File: config.mk
export PLATFORM = sky130hd
export DESIGN_NAME = spi_master_mcs_flat
export DESIGN_NICKNAME = d
export VERILOG_FILES = /design/src/rtl/spi_master_mcs_if.sv /design/src/rtl/spi_master_mcs.sv /design/src/flat_wrapper.sv
export SDC_FILE = /design/constraint.sdc
export NUM_CORES = 1
export LEC_CHECK = 0
export BUFFER_PORTS_ARGS = -buffer_cell sky130_fd_sc_hd__buf_2
export CAP_MARGIN = 30
export CORE_ASPECT_RATIO = 1.75
export CORE_MARGIN = 5
export CORE_UTILIZATION = 50
export CTS_BUF_LIST = sky130_fd_sc_hd__clkbuf_4 sky130_fd_sc_hd__clkbuf_8
export CTS_CLUSTER_DIAMETER = 40
export DETAILED_ROUTE_END_ITERATION = 8
export GPL_TIMING_DRIVEN = 0
export PLACE_DENSITY_LB_ADDON = 0.25
export SLEW_MARGIN = 10
export SYNTH_ARGS = -nofsm -noshare
export SYNTH_HDL_FRONTEND = slang
export SYNTH_SLANG_ARGS = --single-unit
File: constraint.sdc
create_clock -name clk -period 2.8 [get_ports clk]
set_clock_uncertainty 0.1 [all_clocks]
set_input_delay 0.56 -clock clk [delete_from_list [all_inputs] [get_ports clk]]
set_output_delay 0.56 -clock clk [all_outputs]
set_load 0.01 [all_outputs]
File: src/rtl/spi_master_mcs_if.sv
// Host-side control/status bundle for spi_master_mcs (config, TX push, RX pop, flags).
// Latency: none, wires only.
// Backpressure: the host watches tx_full/rx_empty; pushes to a full TX FIFO are ignored.
// Ports (fields): enable, cpol, cpha, prescaler, cs_sel, hold_cs, loopback, tx_data, tx_wr,
//   rx_rd (host -> core); rx_data, tx_full, tx_empty, rx_full, rx_empty, busy, done,
//   rx_ovf (core -> host).
// Modports: master = register wrapper side, slave = SPI core side.
interface spi_master_mcs_if #(
  parameter int DW     = 8,
  parameter int NUM_CS = 2
);
  localparam int CSW = (NUM_CS > 1) ? $clog2(NUM_CS) : 1;

  logic           enable;
  logic           cpol;
  logic           cpha;
  logic [7:0]     prescaler;
  logic [CSW-1:0] cs_sel;
  logic           hold_cs;
  logic           loopback;
  logic [DW-1:0]  tx_data;
  logic           tx_wr;
  logic           rx_rd;
  logic [DW-1:0]  rx_data;
  logic           tx_full;
  logic           tx_empty;
  logic           rx_full;
  logic           rx_empty;
  logic           busy;
  logic           done;
  logic           rx_ovf;

  modport master (
    output enable, cpol, cpha, prescaler, cs_sel, hold_cs, loopback, tx_data, tx_wr, rx_rd,
    input  rx_data, tx_full, tx_empty, rx_full, rx_empty, busy, done, rx_ovf
  );

  modport slave (
    input  enable, cpol, cpha, prescaler, cs_sel, hold_cs, loopback, tx_data, tx_wr, rx_rd,
    output rx_data, tx_full, tx_empty, rx_full, rx_empty, busy, done, rx_ovf
  );
endinterface

File: src/rtl/spi_master_mcs.sv
// Parametrised SPI master: DW-bit frames, CPOL/CPHA modes, NUM_CS selects, TX/RX FIFOs.
// Latency: 1 + (prescaler+1)*(2*DW+2) clk from TX pop back to IDLE.
// Backpressure: TX push ignored when full; a frame received while RX is full is dropped (rx_ovf).
// Ports: clk, rst_n (async active-low); bus (spi_master_mcs_if.slave: control, FIFO and
//   status fields); miso (serial in); mosi, sclk, csb[NUM_CS] (active-low) outputs.
// Optional build macro SPI_LOOPBACK_EN: when defined, loopback=1 feeds mosi back into the
//   receive shifter instead of miso; otherwise the loopback field is ignored.

// Generic synchronous FIFO, first-word-fall-through read port.
// Latency: write visible at rdata the cycle after push into an empty FIFO.
// Backpressure: push when full and pop when empty are ignored.
module spi_fifo #(
  parameter int W     = 8,
  parameter int DEPTH = 4
) (
  input  logic         clk,
  input  logic         rst_n,
  input  logic         push,
  input  logic         pop,
  input  logic [W-1:0] wdata,
  output logic [W-1:0] rdata,
  output logic         full,
  output logic         empty
);
  localparam int AW = (DEPTH > 1) ? $clog2(DEPTH) : 1;

  logic [W-1:0]  mem [DEPTH];
  logic [AW-1:0] wr_ptr, rd_ptr;
  logic [AW:0]   count;
  logic          do_push, do_pop;

  assign do_push = push & ~full;
  assign do_pop  = pop & ~empty;
  assign full    = (count == (AW+1)'(DEPTH));
  assign empty   = (count == '0);
  assign rdata   = mem[rd_ptr];

  // Pointers wrap naturally because DEPTH is a power of two.
  always_ff @(posedge clk or negedge rst_n) begin
    if (!rst_n) begin
      wr_ptr <= '0;
      rd_ptr <= '0;
      count  <= '0;
      for (int i = 0; i < DEPTH; i++) mem[i] <= '0;
    end else begin
      if (do_push) begin
        mem[wr_ptr] <= wdata;
        wr_ptr      <= wr_ptr + 1'b1;
      end
      if (do_pop) rd_ptr <= rd_ptr + 1'b1;
      case ({do_push, do_pop})
        2'b10:   count <= count + 1'b1;
        2'b01:   count <= count - 1'b1;
        default: ;
      endcase
    end
  end
endmodule

module spi_master_mcs #(
  parameter int DW         = 8,
  parameter int FIFO_DEPTH = 4,
  parameter int NUM_CS     = 2
) (
  input  logic              clk,
  input  logic              rst_n,
  spi_master_mcs_if.slave   bus,
  input  logic              miso,
  output logic              mosi,
  output logic              sclk,
  output logic [NUM_CS-1:0] csb
);
  localparam int CSW = (NUM_CS > 1) ? $clog2(NUM_CS) : 1;
  localparam int EW  = $clog2(2*DW + 1);
  localparam logic [EW-1:0] LAST_EDGE = EW'(2*DW - 1);

  typedef enum logic [1:0] {IDLE, SETUP, SHIFT, HOLD} state_t;
  state_t state, state_n;

  logic              tx_pop, load, frame_end, rx_push;
  logic              tx_empty, rx_full;
  logic [DW-1:0]     tx_head, rx_word, rx_next;
  logic              cpol_lat, cpha_lat, new_cpha;
  logic [7:0]        pre_lat, hcnt;
  logic [EW-1:0]     ecnt;
  logic [DW-1:0]     sh_tx, sh_rx;
  logic              mosi_r, sclk_r, done_r, ovf_r;
  logic [NUM_CS-1:0] csb_r, cs_onehot;
  logic              half_end, last_edge, sample_edge, ser_in;

  // ---------------------------------------------------------------- FIFOs
  spi_fifo #(.W(DW), .DEPTH(FIFO_DEPTH)) u_tx_fifo (
    .clk   (clk),
    .rst_n (rst_n),
    .push  (bus.tx_wr),
    .pop   (tx_pop),
    .wdata (bus.tx_data),
    .rdata (tx_head),
    .full  (bus.tx_full),
    .empty (tx_empty)
  );

  spi_fifo #(.W(DW), .DEPTH(FIFO_DEPTH)) u_rx_fifo (
    .clk   (clk),
    .rst_n (rst_n),
    .push  (rx_push),
    .pop   (bus.rx_rd),
    .wdata (rx_word),
    .rdata (bus.rx_data),
    .full  (rx_full),
    .empty (bus.rx_empty)
  );

  assign bus.tx_empty = tx_empty;
  assign bus.rx_full  = rx_full;

  // ---------------------------------------------------------- serial input
`ifdef SPI_LOOPBACK_EN
  assign ser_in = bus.loopback ? mosi_r : miso;
`else
  assign ser_in = miso;
  logic unused_loopback;
  assign unused_loopback = bus.loopback;
`endif

  // ------------------------------------------------------ timing helpers
  // ecnt counts SCK edges already issued in this frame; edge k+1 is leading
  // when k is even. Sample edges are leading for cpha=0, trailing for cpha=1.
  assign half_end    = (hcnt == pre_lat);
  assign last_edge   = (ecnt == LAST_EDGE);
  assign sample_edge = (ecnt[0] == cpha_lat);
  assign rx_next     = {sh_rx[DW-2:0], ser_in};
  // For cpha=1 the final edge is itself a sample edge, so include that bit.
  assign rx_word     = sample_edge ? rx_next : sh_rx;
  assign rx_push     = frame_end & ~rx_full;
  assign new_cpha    = load ? bus.cpha : cpha_lat;

  // Out-of-range selects fall back to CS0.
  always_comb begin
    cs_onehot = '0;
    for (int i = 0; i < NUM_CS; i++)
      if (bus.cs_sel == CSW'(i)) cs_onehot[i] = 1'b1;
    if (cs_onehot == '0) cs_onehot[0] = 1'b1;
  end

  // ------------------------------------------------------------------ FSM
  always_ff @(posedge clk or negedge rst_n) begin
    if (!rst_n) state <= IDLE;
    else        state <= state_n;
  end

  always_comb begin
    state_n   = state;
    tx_pop    = 1'b0;
    load      = 1'b0;
    frame_end = 1'b0;
    if (!bus.enable) begin
      // Dropping enable abandons the frame without pushing RX or pulsing done.
      state_n = IDLE;
    end else begin
      case (state)
        IDLE: begin
          if (!tx_empty) begin
            tx_pop  = 1'b1;
            load    = 1'b1;
            state_n = SETUP;
          end
        end
        SETUP: begin
          if (half_end) state_n = SHIFT;
        end
        SHIFT: begin
          if (half_end && last_edge) begin
            frame_end = 1'b1;
            state_n   = HOLD;
          end
        end
        HOLD: begin
          if (half_end) begin
            if (bus.hold_cs && !tx_empty) begin
              // Chained frame: CS and the latched mode/prescaler carry over.
              tx_pop  = 1'b1;
              state_n = SETUP;
            end else begin
              state_n = IDLE;
            end
          end
        end
        default: state_n = IDLE;
      endcase
    end
  end

  // ------------------------------------------------------------- datapath
  always_ff @(posedge clk or negedge rst_n) begin
    if (!rst_n) begin
      cpol_lat <= 1'b0;
      cpha_lat <= 1'b0;
      pre_lat  <= '0;
      hcnt     <= '0;
      ecnt     <= '0;
      sh_tx    <= '0;
      sh_rx    <= '0;
      mosi_r   <= 1'b0;
      sclk_r   <= 1'b0;
      csb_r    <= '1;
      done_r   <= 1'b0;
      ovf_r    <= 1'b0;
    end else begin
      // Registered so done/rx_ovf line up with the RX word becoming visible.
      done_r <= frame_end;
      ovf_r  <= frame_end & rx_full;

      if (tx_pop) begin
        if (load) begin
          cpol_lat <= bus.cpol;
          cpha_lat <= bus.cpha;
          pre_lat  <= bus.prescaler;
          sclk_r   <= bus.cpol;
          csb_r    <= ~cs_onehot;
        end
        hcnt  <= '0;
        ecnt  <= '0;
        sh_rx <= '0;
        if (!new_cpha) begin
          // cpha=0: MSB must be on the wire before the first (sampling) edge.
          mosi_r <= tx_head[DW-1];
          sh_tx  <= tx_head << 1;
        end else begin
          sh_tx  <= tx_head;
        end
      end else if (state_n == IDLE) begin
        csb_r  <= '1;
        sclk_r <= bus.cpol;
        hcnt   <= '0;
        ecnt   <= '0;
      end else begin
        hcnt <= half_end ? 8'd0 : hcnt + 8'd1;
        if (state == SHIFT && half_end) begin
          sclk_r <= ~sclk_r;
          ecnt   <= ecnt + 1'b1;
          if (sample_edge) begin
            sh_rx <= rx_next;
          end else if (!last_edge) begin
            // cpha=0 ends on a shift edge; keep the last bit on mosi.
            mosi_r <= sh_tx[DW-1];
            sh_tx  <= sh_tx << 1;
          end
        end
      end
    end
  end

  assign mosi       = mosi_r;
  assign sclk       = sclk_r;
  assign csb        = csb_r;
  assign bus.busy   = (state != IDLE);
  assign bus.done   = done_r;
  assign bus.rx_ovf = ovf_r;
endmodule
File: src/flat_wrapper.sv
// flat-port wrapper written by rule: the top's interface ports become plain ports
module spi_master_mcs_flat 
#(
  parameter int DW         = 8,
  parameter int FIFO_DEPTH = 4,
  parameter int NUM_CS     = 2
)
  (clk, rst_n, miso, mosi, sclk, csb, bus_enable, bus_cpol, bus_cpha, bus_prescaler, bus_cs_sel, bus_hold_cs, bus_loopback, bus_tx_data, bus_tx_wr, bus_rx_rd, bus_rx_data, bus_tx_full, bus_tx_empty, bus_rx_full, bus_rx_empty, bus_busy, bus_done, bus_rx_ovf);
  spi_master_mcs_if #(.DW(DW), .NUM_CS(NUM_CS)) bus_i ();
  input  logic clk;
  input  logic rst_n;
  input  logic miso;
  output logic mosi;
  output logic sclk;
  output logic [NUM_CS-1:0] csb;
  input wire logic [$bits(bus_i.enable)-1:0] bus_enable;
  input wire logic [$bits(bus_i.cpol)-1:0] bus_cpol;
  input wire logic [$bits(bus_i.cpha)-1:0] bus_cpha;
  input wire logic [$bits(bus_i.prescaler)-1:0] bus_prescaler;
  input wire logic [$bits(bus_i.cs_sel)-1:0] bus_cs_sel;
  input wire logic [$bits(bus_i.hold_cs)-1:0] bus_hold_cs;
  input wire logic [$bits(bus_i.loopback)-1:0] bus_loopback;
  input wire logic [$bits(bus_i.tx_data)-1:0] bus_tx_data;
  input wire logic [$bits(bus_i.tx_wr)-1:0] bus_tx_wr;
  input wire logic [$bits(bus_i.rx_rd)-1:0] bus_rx_rd;
  output wire logic [$bits(bus_i.rx_data)-1:0] bus_rx_data;
  output wire logic [$bits(bus_i.tx_full)-1:0] bus_tx_full;
  output wire logic [$bits(bus_i.tx_empty)-1:0] bus_tx_empty;
  output wire logic [$bits(bus_i.rx_full)-1:0] bus_rx_full;
  output wire logic [$bits(bus_i.rx_empty)-1:0] bus_rx_empty;
  output wire logic [$bits(bus_i.busy)-1:0] bus_busy;
  output wire logic [$bits(bus_i.done)-1:0] bus_done;
  output wire logic [$bits(bus_i.rx_ovf)-1:0] bus_rx_ovf;
  assign bus_i.enable = bus_enable;
  assign bus_i.cpol = bus_cpol;
  assign bus_i.cpha = bus_cpha;
  assign bus_i.prescaler = bus_prescaler;
  assign bus_i.cs_sel = bus_cs_sel;
  assign bus_i.hold_cs = bus_hold_cs;
  assign bus_i.loopback = bus_loopback;
  assign bus_i.tx_data = bus_tx_data;
  assign bus_i.tx_wr = bus_tx_wr;
  assign bus_i.rx_rd = bus_rx_rd;
  assign bus_rx_data = bus_i.rx_data;
  assign bus_tx_full = bus_i.tx_full;
  assign bus_tx_empty = bus_i.tx_empty;
  assign bus_rx_full = bus_i.rx_full;
  assign bus_rx_empty = bus_i.rx_empty;
  assign bus_busy = bus_i.busy;
  assign bus_done = bus_i.done;
  assign bus_rx_ovf = bus_i.rx_ovf;
  spi_master_mcs #(.DW(DW), .FIFO_DEPTH(FIFO_DEPTH), .NUM_CS(NUM_CS)) u_core (.clk(clk), .rst_n(rst_n), .bus(bus_i), .miso(miso), .mosi(mosi), .sclk(sclk), .csb(csb));
endmodule
* Word-level counts from Yosys, hierarchy flattened *
Cells that the tools add are included.

storage, ports and cells
  memories = 0
  memory bits (read-only) = 0
  output and inout bits = 19
  register bits after elaboration = 124
  RAM bits = 0
  input port bits = 27
  latch bits = 0

operators by class
  muxes and demuxes = 64
  multipliers = 0
  divide/modulo/power cells = 0
  eq/ne operators = 17
  shift operators = 0
  bitwise gates (word level) = 16
  $add $sub $neg = 10
  reductions and logical operators = 23
  order comparisons = 6

operators with widths
  cell                                           number
  two-way mux 8 bit                              19
  bitwise mux 32 bit                             2
  binary-select mux 8 bit (select 2 bit)         2
  demux 8 bit (select 2 bit)                     2
  two-way mux 1 bit                              24
  two-way mux 2 bit                              8
  two-way mux 5 bit                              3
  >= comparator 3 bit, second input constant     4
  inverter 2 -> 3 bit                            4
  one-hot mux 3 bit (2 select lines)             2
  nonzero test 2 bit                             5
  adder 2 x 1 -> 2 bit, second input constant    4
  adder 8 x 1 -> 8 bit, second input constant    1
  == test 2 bit, second input constant           4
  == test 8 bit                                  1
  inequality test 2 bit, second input constant   4
  one-hot mux 2 bit (4 select lines)             1
  AND reduction 2 bit                            4
  adder 3 x 1 -> 3 bit, second input constant    2
  AND 1 bit                                      6
  == test 2 x 1 -> 1 bit, second input constant  3
  == test 3 bit, second input constant           2
  zero test 2 bit                                3
  zero test 3 bit                                2
  other kinds (14)                               24

* Longest topological paths before layout *
Gate-level depths: netlist of run 1.

  word-level depth = 10
  depth in mapped cells = 14

* Hierarchy *
A second synthesis of run 1 with hierarchy kept.

unflattened totals
  cell total of the unflattened synthesis = 444
  area, all modules = 6078.3 um^2

modules (own cells, without submodules)
  module          times used  sequential area each (um^2)  area an instance (um^2)  cells an instance
  spi_fifo        2           975.9                        1784.2                   114
  spi_master_mcs  1           1153.6                       2509.9                   216

* Worst setup path before layout of run 1 *
OpenSTA, ideal clock, no wires.

  path type = register to register
  start point = reg u_core.state[1]
  end point = reg u_core.u_tx_fifo.count[2]
  arrival time = 2.657 ns
  path buffers = 2
  setup slack = -0.036 ns
  cell stages (with the launch flop) = 14
  cells stage by stage = dfrtp_1 > inv_1 > ha_1 > nor3b_1 > and4_1 > or2_1 > buf_6 > buf_2 > ha_1 > inv_1 > fa_1 > xor2_1 > nor2_1 > xor2_1

between the ends
  word-level cells in the longest chain between the ends = 6
  elaborated cells on any way between the ends = 9

ends and longest elaborated chain
  item                                                                             line                   source
  start, declared                                                                  spi_master_mcs.sv:78   state_t state, state_n;
  start signal, assigned                                                           spi_master_mcs.sv:149  else state <= state_n;
  == test 2 bit / zero test 2 bit (equally long branches)                          spi_master_mcs.sv:161  case (state)
  one-hot mux 1 bit (2 select lines) *                                             spi_master_mcs.sv:161
  two-way mux 1 bit *                                                              spi_master_mcs.sv:157  if (!bus.enable) begin
  AND 1 bit *                                                                      spi_master_mcs.sv:33   assign do_pop = pop & ~empty;
  net u_core.u_tx_fifo.do_pop                                                      spi_master_mcs.sv:30   logic do_push, do_pop;
  == test 2 x 1 -> 1 bit / == test 2 bit (equally long branches)                   spi_master_mcs.sv:51   case ({do_push, do_pop})
  one-hot mux 3 bit (2 select lines) / nonzero test 2 bit (equally long branches)  n/a
  end signal, assigned                                                             spi_master_mcs.sv:52   2'b10: count <= count + 1'b1;
  end signal, assigned                                                             spi_master_mcs.sv:53   2'b01: count <= count - 1'b1;
  end, declared                                                                    spi_master_mcs.sv:29   logic [AW:0] count;

The timed path passes the listed nets; every way through them passes the cells marked *.
A chain may end at the register's enable or synchronous reset.

* Worst setup path after layout of run 1 *
  start point = reg u_core.state[0]
  end point = reg u_core.u_rx_fifo.mem[1] in the netlist's numbering

between the ends
  word-level cells in the longest chain between the ends = 5

ends and longest elaborated chain
  item                           line                   source
  == test 2 bit                  spi_master_mcs.sv:161
  two-way mux 1 bit              spi_master_mcs.sv:161
  two-way mux 1 bit              spi_master_mcs.sv:157
  AND 1 bit                      spi_master_mcs.sv:135  assign rx_push = frame_end & ~rx_full;
  AND 1 bit                      spi_master_mcs.sv:32   assign do_push = push & ~full;
  end signal, assigned by index  spi_master_mcs.sv:47   mem[wr_ptr] <= wdata;
  end, declared                  spi_master_mcs.sv:27   logic [W-1:0] mem [DEPTH];

Every way passes these cells.

==> out/qor.csv, run 1 <==
stage;metric;value;unit
clock_network;cts_tree;built;
run_status;status;finished, final reports clean;
grt;grt-ovfl-total;0;
sta;tightestPinTransition;0.8875;ns
layout;nFillCells;1071;
setup_path;slowest_stage;dfrtp_1;
drt;wl;12.11;mm
sta;max_slew_margin;0.4041;
placed_design;numPortBuffers;44;
clock_network;cts_buffer_depth;2;
setup_path;crit_chain;inv_2 -> ha_1 -> clkbuf_1 -> inv_1 -> nor3_4 -> and4_4 -> buf_12 -> nand2_8 -> mux2_4;
drt;wl_per_cell;16.46;um
layout;nets;602;
setup_path;path_class;flip-flop to flip-flop;
sta;setup_violations;0;
layout;area_delta_synth_final;15.43;%
grt;grt_pass1_vias;4203;
drt;drc;0;
drt;route.vias.total;3909;
layout;final_layout_size_suffix_gt1_frac;0.3732;
die;io_pins;46;
clock_network;root_buffer;clkbuf_8;
power_and_ir_drop;p_leak;0.003458;uW
setup_path;end_kind;flip-flop;
grt;antenna_found_initial;0;
sta;hold_viol;0;
power_and_ir_drop;irDropWorstVdd;572.1;uV
synth;synth-seq-area-share;0.4905;
synth;synth_cell_type_count;57;
clock_network;cts-htree-levels;4;
power_and_ir_drop;power;6759;uW
synth;synth_edf_count;0;
sta;tns;0;ns
power_and_ir_drop;power_density;924.8;mW/mm2
synth;syn_inst;486;
drt;drtIter0Drc;157;
sta;whs;0.2150;ns
synth;syn_area_per_cell;13.03;um2
hold_path;hold_class;input port to flip-flop;
drt;drt-pass1-iter-count;4;
die;core-area;0.01243;mm2
setup_path;critPathLaunchType;flip-flop;
synth;ys_seq_elements;124;
drt;post_drt_via_cell_ratio;5.311;
setup_path;worstPathArrival;2.87;ns
setup_path;required;3.02;ns
clock_network;cts_made_buffers;17;
clock_network;cts.sinks;124;
drt;drtAntennaViolNets;0;
job;maxCapViolCount;0;
setup_path;slowest_delay;0.42;ns
clock_network;clkTransAtPathRegs;0.08;ns
placed_design;gp_congestion;0.7914;
clock_network;insertion_delay;0.43;ns
die;die_area;0.01510;mm2
die;rows;54;
grt;grt_start_max_net_pins;86;
placed_design;hpwl;8.963;mm
sta;slew_viol_final;0;
synth;syn_area;0.006331;mm2
synth;synthFlopType;dfrtp_1;
grt;grt_pass1_wl;20.54;mm
sta;fin_crit_sh;0.9491;
die;start_util;0.5093;
grt;gr-usage-all-layers;0.1733;
synth;async_flop_share;1.000;
synth;yosysWarningCount;0;
die;die_w;95.06;um
sta;max_freq;376.3;MHz
sta;period_needed;2.658;ns
setup_path;critPathMaxFanout;8;
layout;num_antenna_cells;0;
die;die_y;158.9;um
synth;syn_nets;533;
==> per-layer routing <==
metal | global-route usage | vias up | wire, um
met5 | 0 | - | 0
met4 | 0.05191 | 0 | 170
met3 | 0.04877 | 17 | 471
met2 | 0.3167 | 81 | 6755
met1 | 0.1885 | 1959 | 4717
li1 | - | 1852 | -
==> stage by stage <==
stage | worst slack [ns] | utilization | std cells | instance area, um2
3_5_place_dp | -0.3431 | 0.5470 | 699 | 6800
4_1_cts | -0.05752 | 0.5817 | 730 | 7232
3_3_place_gp | -0.4585 | 0.5443 | 698 | 6766
2_1_floorplan | 0.02559 | - | 486 | 6336
6_report | 0.1425 | 0.5879 | 736 | 7308
5_1_grt | -0.01613 | 0.5879 | 736 | 7308
==> power by group <==
part / internal [uW] / switching [uW]
Combinational: 1230 / 1220
Sequential: 2300 / 348
Clock: 894 / 765
==> layout by cell type (no fill, tap or decap), types with 17 or more instances in the layout <==
cell / synthesis / final
inv_1: 21 / 19
mux2_2: 42 / 42
dfrtp_1: 122 / 122
buf_2: 3 / 45
clkbuf_8: 0 / 17
nor2_1: 22 / 21
mux2i_1: 19 / 19
nand2_1: 52 / 52
mux2_4: 32 / 32
==> cells by family (layout without fill, tap and decap cells) <==
| kind of cell | Yosys count | after routing | share of synthesized area |
|---|---|---|---|
| xor+xnor | 30 | 30 | 0.04624 |
| flops | 124 | 124 | 0.4905 |
| buf+inv | 38 | 120 | 0.03043 |
| fa+ha+maj | 20 | 20 | 0.04190 |
| simple gates | 127 | 127 | 0.1115 |
| compound gates | 38 | 38 | 0.04190 |
| mux | 109 | 109 | 0.2375 |
==> flip-flops by register name (all words and copies together) (netlist names), 2 cells and up <==
register,flops
u_core.ecnt,5
u_core.hcnt,8
u_core.u_rx_fifo.rd_ptr,2
u_core.sh_rx,8
u_core.u_tx_fifo.rd_ptr,2
u_core.state,2
u_core.sh_tx,8
u_core.pre_lat,8
u_core.u_tx_fifo.count,3
u_core.u_tx_fifo.mem,32
u_core.u_rx_fifo.wr_ptr,2
u_core.u_tx_fifo.wr_ptr,2
u_core.csb,2
u_core.u_rx_fifo.count,3
u_core.u_rx_fifo.mem,32
==> cell usage after synthesis, types with 3 or more instances <==
| cell | number | share of area |
|---|---|---|
| dfrtp_1 | 122 | 0.48 |
| nand2_1 | 52 | 0.031 |
| mux2_2 | 42 | 0.075 |
| mux2_4 | 32 | 0.076 |
| nor2_1 | 22 | 0.013 |
| inv_1 | 21 | 0.012 |
| mux2i_1 | 19 | 0.030 |
| ha_1 | 18 | 0.036 |
| mux4_2 | 16 | 0.057 |
| xnor2_1 | 13 | 0.018 |
| xor2_1 | 13 | 0.018 |
| nor3_1 | 9 | 0.0071 |
| nand3_1 | 8 | 0.0063 |
| o21ai_0 | 8 | 0.0063 |
| a22oi_1 | 7 | 0.0083 |
| a31oi_1 | 7 | 0.0069 |
| clkbuf_1 | 6 | 0.0036 |
| a21oi_1 | 4 | 0.0032 |
| and3_1 | 4 | 0.0040 |
| buf_6 | 4 | 0.0071 |
| nand2_8 | 4 | 0.013 |
| xnor2_2 | 4 | 0.010 |
| and2_1 | 3 | 0.0030 |
| buf_2 | 3 | 0.0024 |
| nand4_1 | 3 | 0.0030 |
| nor3b_1 | 3 | 0.0036 |
==> worst paths after layout <==
check	from	end	slack, ns	depth (start not counted)
max	u_core.state[0]	u_core.u_rx_fifo.mem[1]	0.14	9
min	bus_prescaler[5]	u_core.pre_lat[5]	0.21	3
max reg2reg	u_core.state[0]	u_core.u_rx_fifo.mem[1]	0.14	9
min reg2reg	u_core.u_tx_fifo.count[2]	u_core.u_tx_fifo.count[2]	0.40	1
max in group asynchronous	rst_n	u_core.csb[1]	1.34	3
min in group asynchronous	rst_n	u_core.u_rx_fifo.mem[16]	0.51	2
==> repair_timing <==
| item | in CTS | in global routing |
|---|---|---|
| endpoints found under the setup margin | 10 | 3 |
| pin swaps | 1 | 5 |
| buffers inserted | 0 | 6 |
| hold buffers | 1 | 0 |
| gates resized for setup | 5 | 6 |
| hold endpoints to repair | 39 | 0 |
==> area by class of cell <==
class | instances | area (um2) | area share
clock inverter | 15 | 187.7 | 0.02568
clock buffer | 17 | 234.0 | 0.03202
buffer | 14 | 110.1 | 0.01507
inverter | 22 | 82.58 | 0.01130
multi-input combinational | 324 | 3069 | 0.4200
timing repair buffer | 52 | 309.0 | 0.04229
sequential | 124 | 3105 | 0.4249
tap | 168 | 210.2 | 0.02876
==> critical path: cells and delay by family (launching register included) <==
kind,cells,cell delay [ns]
simple gates,3,0.82
buf+inv,4,0.71
mux,1,0.32
flops,1,0.42
fa+ha+maj,1,0.15
Note: power is estimated with default switching activity, not from simulation.
==> inputs of run 2 (changes only) <==
--- a/config.mk
+++ b/config.mk
@@ -10,7 +10,7 @@
 export CORE_ASPECT_RATIO = 1.75
 export CORE_MARGIN = 5
 export CORE_UTILIZATION = 50
-export CTS_BUF_LIST = sky130_fd_sc_hd__clkbuf_4 sky130_fd_sc_hd__clkbuf_8
+export CTS_BUF_LIST = sky130_fd_sc_hd__clkbuf_2
 export CTS_CLUSTER_DIAMETER = 40
 export DETAILED_ROUTE_END_ITERATION = 8
 export GPL_TIMING_DRIVEN = 0
==> run 2 against run 1 <==
Net effect: sequential cell count unchanged; critical endpoint is now u_core.u_tx_fifo.count[2]; non-clock buffer count rose by 17; register-to-register slack is essentially flat; combinational power is essentially flat; global-route usage rose by 0.50 points; via count is 1.8% higher; die area is the same; first-iteration DRC count shrank 5.7%; sequential power is essentially flat; utilization is 0.21 points higher; final area rose by 0.36%.
==> out/qor.csv, run 2 (same netlist as run 1, synthesis figures left out) <==
stage;metric;value;unit
sta;rsz0062_at_grt;false;
layout;register_area;0.003109;mm2
setup_path;critPathLaunchType;flip-flop;
die;die_w;95.06;um
setup_path;required;3.32;ns
clock_network;root_buffer;clkbuf_2;
setup_path;end_kind;flip-flop;
setup_path;crit_path_end;u_core.u_tx_fifo.count[2];
layout;top_regs;u_core.u_rx_fifo.mem x32, u_core.u_tx_fifo.mem x32;
setup_path;slowest_stage;dfrtp_1;
grt;grt-ovfl-total;0;
sta;tns;0;ns
setup_path;r2r_cells;13;
sta;whs;0.08808;ns
drt;drtAntennaViolNets;0;
grt;grt_pass1_wl;21.07;mm
power_and_ir_drop;power_density;865.4;mW/mm2
placed_design;placed_cell_area;0.006800;mm2
clock_network;cts_buffer_depth;2;
die;die_y;158.9;um
setup_path;cp_num_buf_inv;4;
run_status;status;finished, final reports clean;
setup_path;worstPathArrival;3.17;ns
sta;period_needed;2.655;ns
hold_path;hold_class;input port to flip-flop;
drt;post_drt_via_cell_ratio;5.277;
clock_network;cts.sinks;124;
die;start_util;0.5093;
placed_design;post-place-ws;-0.3431;ns
drt;wl;12.39;mm
grt;grt_pass1_vias;4328;
die;core-area;0.01243;mm2
sta;fin_crit_sh;0.9483;
grt;antenna_found_initial;1;
die;rows;54;
setup_path;cpLargestDelayFamily;adder cells;
layout;area_delta_synth_final;15.85;%
sta;max_freq;376.6;MHz
clock_network;cts_made_buffers;17;
setup_path;crit_cells;13;
drt;drtIter0Drc;148;
placed_design;gp_congestion;0.7914;
layout;fin_area;0.007335;mm2
sta;fin_ws;0.1447;ns
die;die_area;0.01510;mm2
sta;tightestPinTransition;0.8912;ns
clock_network;cts_tree;built;
drt;route.vias.total;3979;
job;maxCapViolCount;0;
setup_path;reg2reg_from;u_core.state[0];
layout;nets;619;
drt;drc;0;
placed_design;hpwl;8.963;mm
die;io_pins;46;
setup_path;slowest_delay;0.44;ns
layout;final_util;0.5900;
clock_network;clkTransAtPathRegs;0.19;ns
setup_path;r2r_slack;0.14;ns
layout;nFillCells;1077;
sta;max_slew_margin;0.4016;
setup_path;critPathMaxFanout;7;
setup_path;path_class;flip-flop to flip-flop;
sta;hold_viol;0;
power_and_ir_drop;p_leak;0.003477;uW
setup_path;crit_top_cell;xor2_1;
clock_network;cts-htree-levels;4;
layout;mostFrequentLayoutCells;dfrtp_1, nand2_1, buf_2, mux2_2, mux2_4;
grt;gr-usage-all-layers;0.1783;
layout;final_layout_size_suffix_gt1_frac;0.3624;
power_and_ir_drop;irDropWorstVdd;570.2;uV
sta;slew_viol_final;0;
drt;wl_per_cell;16.43;um
placed_design;numPortBuffers;44;
clock_network;insertion_delay;0.68;ns
sta;setup_violations;0;
setup_path;crit_start;u_core.state[0];
grt;grt_start_max_net_pins;86;
setup_path;crit_chain;inv_2 -> ha_4 -> nor3b_4 -> and2_1 -> buf_6 -> or2_1 -> buf_8 -> ha_2 -> inv_1 -> fa_2 -> xor2_1 -> nor2_1 -> xor2_1;
layout;layout_commonest_cell;dfrtp_1;
drt;drt-pass1-iter-count;4;
layout;multi_input_area;0.003067;mm2
setup_path;rr_endpoint;u_core.u_tx_fifo.count[2];
## run 2: changes by cell type in the layout (fill, tap and decap cells not counted)
cell and change:
dlygate4sd3_1 +18, diode_2 +1, or2_1 +1, buf_1 -1, clkbuf_2 +17, buf_12 -1, buf_8 +1, or2_4 -1
dfrtp_1 -1, clkbuf_8 -17, dfrtp_4 +1
## run 2: cell type report
type | instances | area share
buffer | 13 | 0.01382
clock buffer | 17 | 0.01160
sequential | 124 | 0.4239
timing repair buffer | 70 | 0.06670
multi-input combinational | 324 | 0.4181
clock inverter | 15 | 0.02559
antenna | 1 | 0.0003412
inverter | 22 | 0.01126
tap | 168 | 0.02866
## run 2: metal layers
metal	up-vias	share of wire	track usage	wire length, um
li1	1890	-	-	-
met1	1997	0.39	0.1938	4779
met2	67	0.56	0.3234	6918
met3	25	0.034	0.04119	422
met4	0	0.021	0.07096	265
met5	-	0	0	0
## run 2: report_power, final
group          leakage [uW]  total [uW]  switching [uW]  internal (uW)
logic               0.00175        2440            1210           1230
clock network      0.000152        1240             727            512
registers           0.00158        2670             372           2300
## run 2: stage by stage
step                power (uW)  std cells
CTS                       6354        750
finish                    6347        754
global route              6814        754
global placement          4944        698
floorplan                 4434        486
detailed placement        5060        699
## run 2: timing repair
action                                 CTS  global route
endpoints found under the hold margin   82             0
setup buffers                            3             3
hold buffers                            19             0
pin swaps                                1             5
resized for setup                        5             6
setup endpoints to repair               12             8
## run 2: worst min-delay path by stage
stage,cells past startpoint,endpoint,startpoint
finish,3,u_core.bus.rx_ovf,bus_enable
global route,3,u_core.bus.rx_ovf,bus_enable
CTS,3,u_core.bus.rx_ovf,bus_enable
detailed placement,1,u_core.u_tx_fifo.count[2],u_core.u_tx_fifo.count[2]
global placement,1,u_core.u_tx_fifo.mem[10],u_core.u_tx_fifo.mem[10]
floorplan,0,u_core.bus.done,rst_n
## run 2: tightest hold or removal path, cell delays in order
cell,delay [ns]
buf_2,0.15
nand2_1,0.09
nor3_1,0.05
